`src/rtl/adc_delay_loader_pkg.sv`:
```
// Shared types and field positions for the ADC0 delay loader.
package adc_delay_pkg;

  typedef enum logic [2:0] {
    IDLE,
    RST,
    GAP,
    STEP,
    DONE
  } state_e;

  // Control word / status word field positions
  localparam int unsigned TAP_LSB  = 0;
  localparam int unsigned MASK_LSB = 8;
  localparam int unsigned LOAD_BIT = 31;
  localparam int unsigned CNT_LSB  = 16;
  localparam int unsigned BUSY_BIT = 31;

  localparam int unsigned MASK_W = 8;
  localparam int unsigned CNT_W  = 8;
  localparam int unsigned GAP_W  = 4;

  // Assemble the readback word; unused bits stay zero.
  function automatic logic [31:0] pack_status(input logic [4:0]        tap,
                                              input logic [MASK_W-1:0] mask,
                                              input logic [CNT_W-1:0]  cnt,
                                              input logic              busy);
    logic [31:0] s;
    s                    = '0;
    s[TAP_LSB +: 5]      = tap;
    s[MASK_LSB +: MASK_W] = mask;
    s[CNT_LSB +: CNT_W]  = cnt;
    s[BUSY_BIT]          = busy;
    return s;
  endfunction

endpackage

```
`src/rtl/adc_delay_loader_if.sv`:
```
// Bus between the delay register, the loader and the ADC capture IODELAYs.
interface adc_delay_loader_if #(
  parameter int unsigned N_LANES = 8
);
  logic [31:0]        ctrl_word;
  logic [N_LANES-1:0] dly_rst;
  logic [N_LANES-1:0] dly_ce;
  logic               dly_inc;
  logic               busy;
  logic [31:0]        status_word;

  // Register side: drives the control word, consumes delay strobes/status
  modport master (
    output ctrl_word,
    input  dly_rst, dly_ce, dly_inc, busy, status_word
  );

  // Loader side
  modport slave (
    input  ctrl_word,
    output dly_rst, dly_ce, dly_inc, busy, status_word
  );
endinterface

```
`src/rtl/adc_delay_loader.sv`:
```
// Sequences IODELAYE1 reset and CE stepping from the ADC0 delay control word.
module adc_delay_loader
  import adc_delay_pkg::*;
#(
  parameter int unsigned N_LANES    = 8,
  parameter int unsigned TAP_W      = 5,
  parameter int unsigned GAP_CYCLES = 3
) (
  input  logic          user_clk,
  input  logic          user_rst,
  adc_delay_loader_if.slave bus
);

  localparam logic [GAP_W-1:0] GAP_LOAD = GAP_W'(GAP_CYCLES - 1);

  state_e              state_q, state_d;
  logic                prev_q;
  logic [GAP_W-1:0]    gap_q, gap_d;
  logic [TAP_W-1:0]    steps_q, steps_d;
  logic [TAP_W-1:0]    tap_q, tap_d;
  logic [MASK_W-1:0]   mask_q, mask_d;
  logic [CNT_W-1:0]    cnt_q, cnt_d;
  logic [TAP_W-1:0]    st_tap_q, st_tap_d;
  logic [MASK_W-1:0]   st_mask_q, st_mask_d;

  logic                load_bit;
  logic [TAP_W-1:0]    new_tap;
  logic [MASK_W-1:0]   new_mask;
  logic                start;
  logic [N_LANES-1:0]  rst_pulse;
  logic [N_LANES-1:0]  ce_pulse;
  logic                busy;
  logic [31:0]         unused_ctrl;

  assign load_bit    = bus.ctrl_word[LOAD_BIT];
  assign new_tap     = bus.ctrl_word[TAP_LSB +: TAP_W];
  assign new_mask    = bus.ctrl_word[MASK_LSB +: MASK_W];
  assign unused_ctrl = bus.ctrl_word;

  // A start needs a fresh rising edge, an idle FSM and at least one driven lane
  assign start = load_bit && !prev_q && (state_q == IDLE) && (new_mask[N_LANES-1:0] != '0);

  // State and datapath registers
  always_ff @(posedge user_clk) begin
    if (user_rst) begin
      state_q   <= IDLE;
      prev_q    <= 1'b1;
      gap_q     <= '0;
      steps_q   <= '0;
      tap_q     <= '0;
      mask_q    <= '0;
      cnt_q     <= '0;
      st_tap_q  <= '0;
      st_mask_q <= '0;
    end else begin
      state_q   <= state_d;
      prev_q    <= load_bit;
      gap_q     <= gap_d;
      steps_q   <= steps_d;
      tap_q     <= tap_d;
      mask_q    <= mask_d;
      cnt_q     <= cnt_d;
      st_tap_q  <= st_tap_d;
      st_mask_q <= st_mask_d;
    end
  end

  // Next-state logic and per-state lane strobes
  always_comb begin
    state_d   = state_q;
    gap_d     = gap_q;
    steps_d   = steps_q;
    tap_d     = tap_q;
    mask_d    = mask_q;
    cnt_d     = cnt_q;
    st_tap_d  = st_tap_q;
    st_mask_d = st_mask_q;
    rst_pulse = '0;
    ce_pulse  = '0;

    case (state_q)
      IDLE: begin
        if (start) begin
          tap_d   = new_tap;
          mask_d  = new_mask;
          steps_d = new_tap;
          state_d = RST;
        end
      end
      RST: begin
        rst_pulse = mask_q[N_LANES-1:0];
        gap_d     = GAP_LOAD;
        state_d   = GAP;
      end
      GAP: begin
        if (gap_q == '0) begin
          state_d = (steps_q != '0) ? STEP : DONE;
        end else begin
          gap_d = gap_q - 1'b1;
        end
      end
      STEP: begin
        ce_pulse = mask_q[N_LANES-1:0];
        steps_d  = steps_q - 1'b1;
        gap_d    = GAP_LOAD;
        state_d  = GAP;
      end
      DONE: begin
        st_tap_d  = tap_q;
        st_mask_d = mask_q;
        cnt_d     = cnt_q + 1'b1;
        state_d   = IDLE;
      end
      default: state_d = IDLE;
    endcase
  end

  assign busy            = (state_q != IDLE);
  assign bus.dly_rst     = rst_pulse;
  assign bus.dly_ce      = ce_pulse;
  assign bus.dly_inc     = 1'b1;
  assign bus.busy        = busy;
  assign bus.status_word = pack_status(5'(st_tap_q), st_mask_q, cnt_q, busy);

endmodule

```
`src/flat_wrapper.sv`:
```
// flat-port wrapper written by rule: the top's interface ports become plain ports
module adc_delay_loader_flat import adc_delay_pkg::*;
#(
  parameter int unsigned N_LANES    = 8,
  parameter int unsigned TAP_W      = 5,
  parameter int unsigned GAP_CYCLES = 3
)
  (user_clk, user_rst, bus_ctrl_word, bus_dly_rst, bus_dly_ce, bus_dly_inc, bus_busy, bus_status_word);
  adc_delay_loader_if #(.N_LANES(N_LANES)) bus_i ();
  input  logic user_clk;
  input  logic user_rst;
  input wire logic [$bits(bus_i.ctrl_word)-1:0] bus_ctrl_word;
  output wire logic [$bits(bus_i.dly_rst)-1:0] bus_dly_rst;
  output wire logic [$bits(bus_i.dly_ce)-1:0] bus_dly_ce;
  output wire logic [$bits(bus_i.dly_inc)-1:0] bus_dly_inc;
  output wire logic [$bits(bus_i.busy)-1:0] bus_busy;
  output wire logic [$bits(bus_i.status_word)-1:0] bus_status_word;
  assign bus_i.ctrl_word = bus_ctrl_word;
  assign bus_dly_rst = bus_i.dly_rst;
  assign bus_dly_ce = bus_i.dly_ce;
  assign bus_dly_inc = bus_i.dly_inc;
  assign bus_busy = bus_i.busy;
  assign bus_status_word = bus_i.status_word;
  adc_delay_loader #(.N_LANES(N_LANES), .TAP_W(TAP_W), .GAP_CYCLES(GAP_CYCLES)) u_core (.user_clk(user_clk), .user_rst(user_rst), .bus(bus_i));
endmodule
```
`config.mk`:
```
export PLATFORM = sky130hd
export DESIGN_NAME = adc_delay_loader_flat
export DESIGN_NICKNAME = d
export VERILOG_FILES = /design/src/rtl/adc_delay_loader_pkg.sv /design/src/rtl/adc_delay_loader_if.sv /design/src/rtl/adc_delay_loader.sv /design/src/flat_wrapper.sv
export SDC_FILE = /design/constraint.sdc
export NUM_CORES = 1
export LEC_CHECK = 0
export CAP_MARGIN = 40
export CORE_AREA = 2 2 103 55
export DETAILED_ROUTE_END_ITERATION = 8
export DIE_AREA = 0 0 105 57
export PLACE_DENSITY = 0.87
export SLEW_MARGIN = 20
export SYNTH_ARGS = -nofsm -noshare
export SYNTH_HDL_FRONTEND = slang
export SYNTH_SLANG_ARGS = --single-unit
export TNS_END_PERCENT = 50
```
`constraint.sdc`:
```
create_clock -name user_clk -period 2.3 [get_ports user_clk]
set_clock_uncertainty 0.15 [all_clocks]
set_input_delay 0.46 -clock user_clk [delete_from_list [all_inputs] [get_ports user_clk]]
set_output_delay 0.46 -clock user_clk [all_outputs]
set_load 0.02 [all_outputs]
```
==> flow_metrics.py <==
metrics = {
    "clock_network": {
        "cts_resized": 19,
        "cts-root-buf": "clkbuf_8",
        "cts_made_buffers": 5,
        "clkTransAtPathRegs_ns": 0.09,
        "clkSinkCount": 47,
        "post_cts_buffers": 0,
        "clock_latency_ns": 0.30,
        "htreeDepth": 2,
        "cts_buffer_depth": 2,
        "cts_tree": "yes",
        "hold_buffers": 0,
    },
    "layout": {
        "layout-drive-gt1-share_pct": 8.411,
        "design_area_um2": 2898,
        "area_growth_pct": 32.65,
        "diodes": 0,
        "final_nets": 358,
        "final_util_pct": 55.92,
    },
    "hold_path": {
        "min_path_type": "flop to flop",
        "min_to": "u_core.st_mask_q[2]",
        "hp-start": "u_core.st_mask_q[2]",
        "min_path_cells": 2,
    },
    "placement": {
        "dpl-instance-area_um2": 2786,
        "dp_hpwl_um": 3926,
        "place_congestion": 0.8126,
        "numPortBuffers": 54,
    },
    "timing": {
        "relSlewSlack_pct": 62.77,
        "fin_crit_sh_pct": 95.06,
        "rsz0062_at_grt": "no",
        "whs_ns": 0.3053,
        "fmax_mhz": 457.4,
        "final-hold-violation-count": 0,
        "timing.final.max_slew_violations": 0,
        "tns_ns": 0,
        "setup_viol": 0,
        "max_slew.worst_pin.slew_ns": 0.5561,
        "post-route-min-period_ns": 2.186,
    },
    "worst_setup_path": {
        "end_kind": "primary output",
        "cp_max_fo": 8,
        "r2r_start": "u_core.gap_q[0]",
        "arrival_ns": 1.58,
        "crit_path_start_kind": "flop",
        "reg2reg_depth": 6,
        "crit_type": "flop to primary output",
        "reg2reg_slack_ns": 0.37,
        "crit_required_ns": 1.69,
        "rr_endpoint": "u_core.state_q[0]",
    },
    "global_routing": {
        "grt.total_usage_pct": 18.22,
        "grt_pass1_vias": 1818,
        "antenna_found_initial": 0,
        "grt-ovfl-total": 0,
        "grt_max_degree": 46,
        "grt_pass1_wl_um": 8576,
    },
    "routing": {
        "vias": 1950,
        "drt-total-wl_um": 5290,
        "drc": 0,
        "via_per_inst": 4.949,
        "antenna_left": 0,
        "drtIter0Drc": 108,
        "firstDrtPassIters": 4,
        "wl_per_cell_um": 13.43,
    },
    "synth": {
        "yosysWarningCount": 0,
        "synth_top_cell_area_share_pct": 43.07,
        "syn_area_um2": 2185,
        "syn_inst": 265,
        "synth_cell_types": 39,
        "ys_ff_latch": 47,
        "synth-seq-area-share_pct": 43.07,
        "yosysTopAreaCell": "dfxtp_1",
        "synth_area_leaders": "dfxtp_1 43%, nand2_1 9.6%, a21oi_1 7.8%, and2_1 4.9%, buf_4 4.5%",
        "syn_avg_cell_area_um2": 8.244,
    },
    "power": {
        "ir_drop_mv": 0.2603,
        "p_leak_nw": 1.151,
        "p_per_area_nw_per_um2": 595.1,
        "p_total_w": 0.001725,
    },
    "floorplan": {
        "core-area_um2": 5182,
        "rows": 19,
        "dieWidth_um": 105,
        "initial_utilization_pct": 42.15,
        "die_h_um": 57,
        "io_pins": 84,
        "dieArea_um2": 5985,
    },
    "outcome": {
        "outcome": "completed",
    },
    "job": {
        "maxCapViolCount": 0,
    },
}
==> placed cells by master (no fill, tap or decap), drive strengths merged, types with 6 or more instances in the layout <==
cell type,n
a21oi,34
and2,17
buf,11
clkbuf,6
clkdlybuf4s50,36
conb,11
dfxtp,47
dlygate4sd2,18
nand2,57
nand3,7
nor2,14
nor3,6
xnor2,7
==> power breakdown <==
part           total [W]  internal (W)  switching (W)
Clock           0.000718      0.000434       0.000284
Combinational   0.000160     0.0000700      0.0000903
Sequential      0.000846      0.000831      0.0000156
==> state kept, by name (all words and copies together) (netlist names) <==
register,flops
u_core.mask_q,8
u_core.prev_q,1
u_core.st_tap_q,5
u_core.cnt_q,8
u_core.tap_q,5
u_core.steps_q,5
u_core.gap_q,4
u_core.state_q,3
u_core.st_mask_q,8
==> worst max-delay path, stage by stage (launching register included) <==
cell	delay, ns
dfxtp_1	0.43
nand2b_1	0.16
nor2_1	0.04
buf_4	0.16
and2_1	0.16
dlygate4sd2_1	0.32
==> layout make-up <==
cell class | instances | area [um2]
clock inverter | 2 | 60.06
multi-input combinational | 196 | 1089
sequential | 47 | 940.9
tap | 73 | 91.34
fill | 466 | 2285
clock buffer | 6 | 72.57
inverter | 5 | 18.77
timing repair buffer | 65 | 625.6
==> worst max-delay path by stage <==
stage	from	to	slack (ns)	cells after the start
floorplan	u_core.gap_q[0]	u_core.state_q[2]	0.51	6
global placement	bus_ctrl_word[12]	u_core.steps_q[0]	0.03	6
detailed placement	bus_ctrl_word[12]	u_core.steps_q[0]	-0.05	6
CTS	u_core.state_q[2]	bus_dly_rst[1]	0.12	5
global route	u_core.state_q[2]	bus_dly_rst[1]	0.04	5
finish	u_core.state_q[2]	bus_dly_rst[7]	0.11	5
==> cells in the mapped netlist <==
master / number
inv_1: 5
nand3b_1: 2
dfxtp_1: 47
and3b_1: 1
a211oi_1: 2
or2_2: 1
ha_1: 4
or4_1: 1
buf_2: 2
nand4_1: 1
or3_4: 1
nor2_1: 14
nand3_1: 7
nor2b_1: 1
and2_1: 17
nand2_2: 1
nor3_1: 6
conb_1: 2
buf_4: 13
buf_6: 3
a21oi_1: 34
nor3b_1: 1
a21o_1: 1
o311a_1: 1
nor4_1: 3
nor3b_2: 1
clkbuf_1: 8
xnor2_1: 7
nand4b_1: 1
nand2_1: 56
a211oi_2: 1
a211o_1: 1
or4b_2: 1
a31oi_1: 4
or3b_1: 2
xor2_1: 3
nand2b_1: 4
nor4_4: 2
o21ai_0: 3
==> metrics by stage <==
| step | worst slack [ns] | std cells |
|---|---|---|
| floorplan | 0.5055 | 274 |
| global placement | 0.03364 | 386 |
| detailed placement | -0.04571 | 386 |
| CTS | 0.1162 | 394 |
| global route | 0.04210 | 394 |
| finish | 0.1136 | 394 |
==> logic make-up after synthesis <==
logic type	after synthesis	synth area share, %
fa+ha+maj	4	2.291
simple gates	124	29.50
other cells	2	0.3438
xor+xnor	10	4.009
flops	47	43.07
compound gates	47	12.08
buf+inv	31	8.706
==> routing by layer <==
metal  vias up  share of wire (%)  track usage [%]  wire [um]
li1        965                  -                -          -
met1       924                 48            24.06       2547
met5         -                  0                0          0
met4         0                1.3            5.714         70
met3        10                5.0            4.914        267
met2        51                 45            29.59       2405
Power figures use the tool's default switching activity.
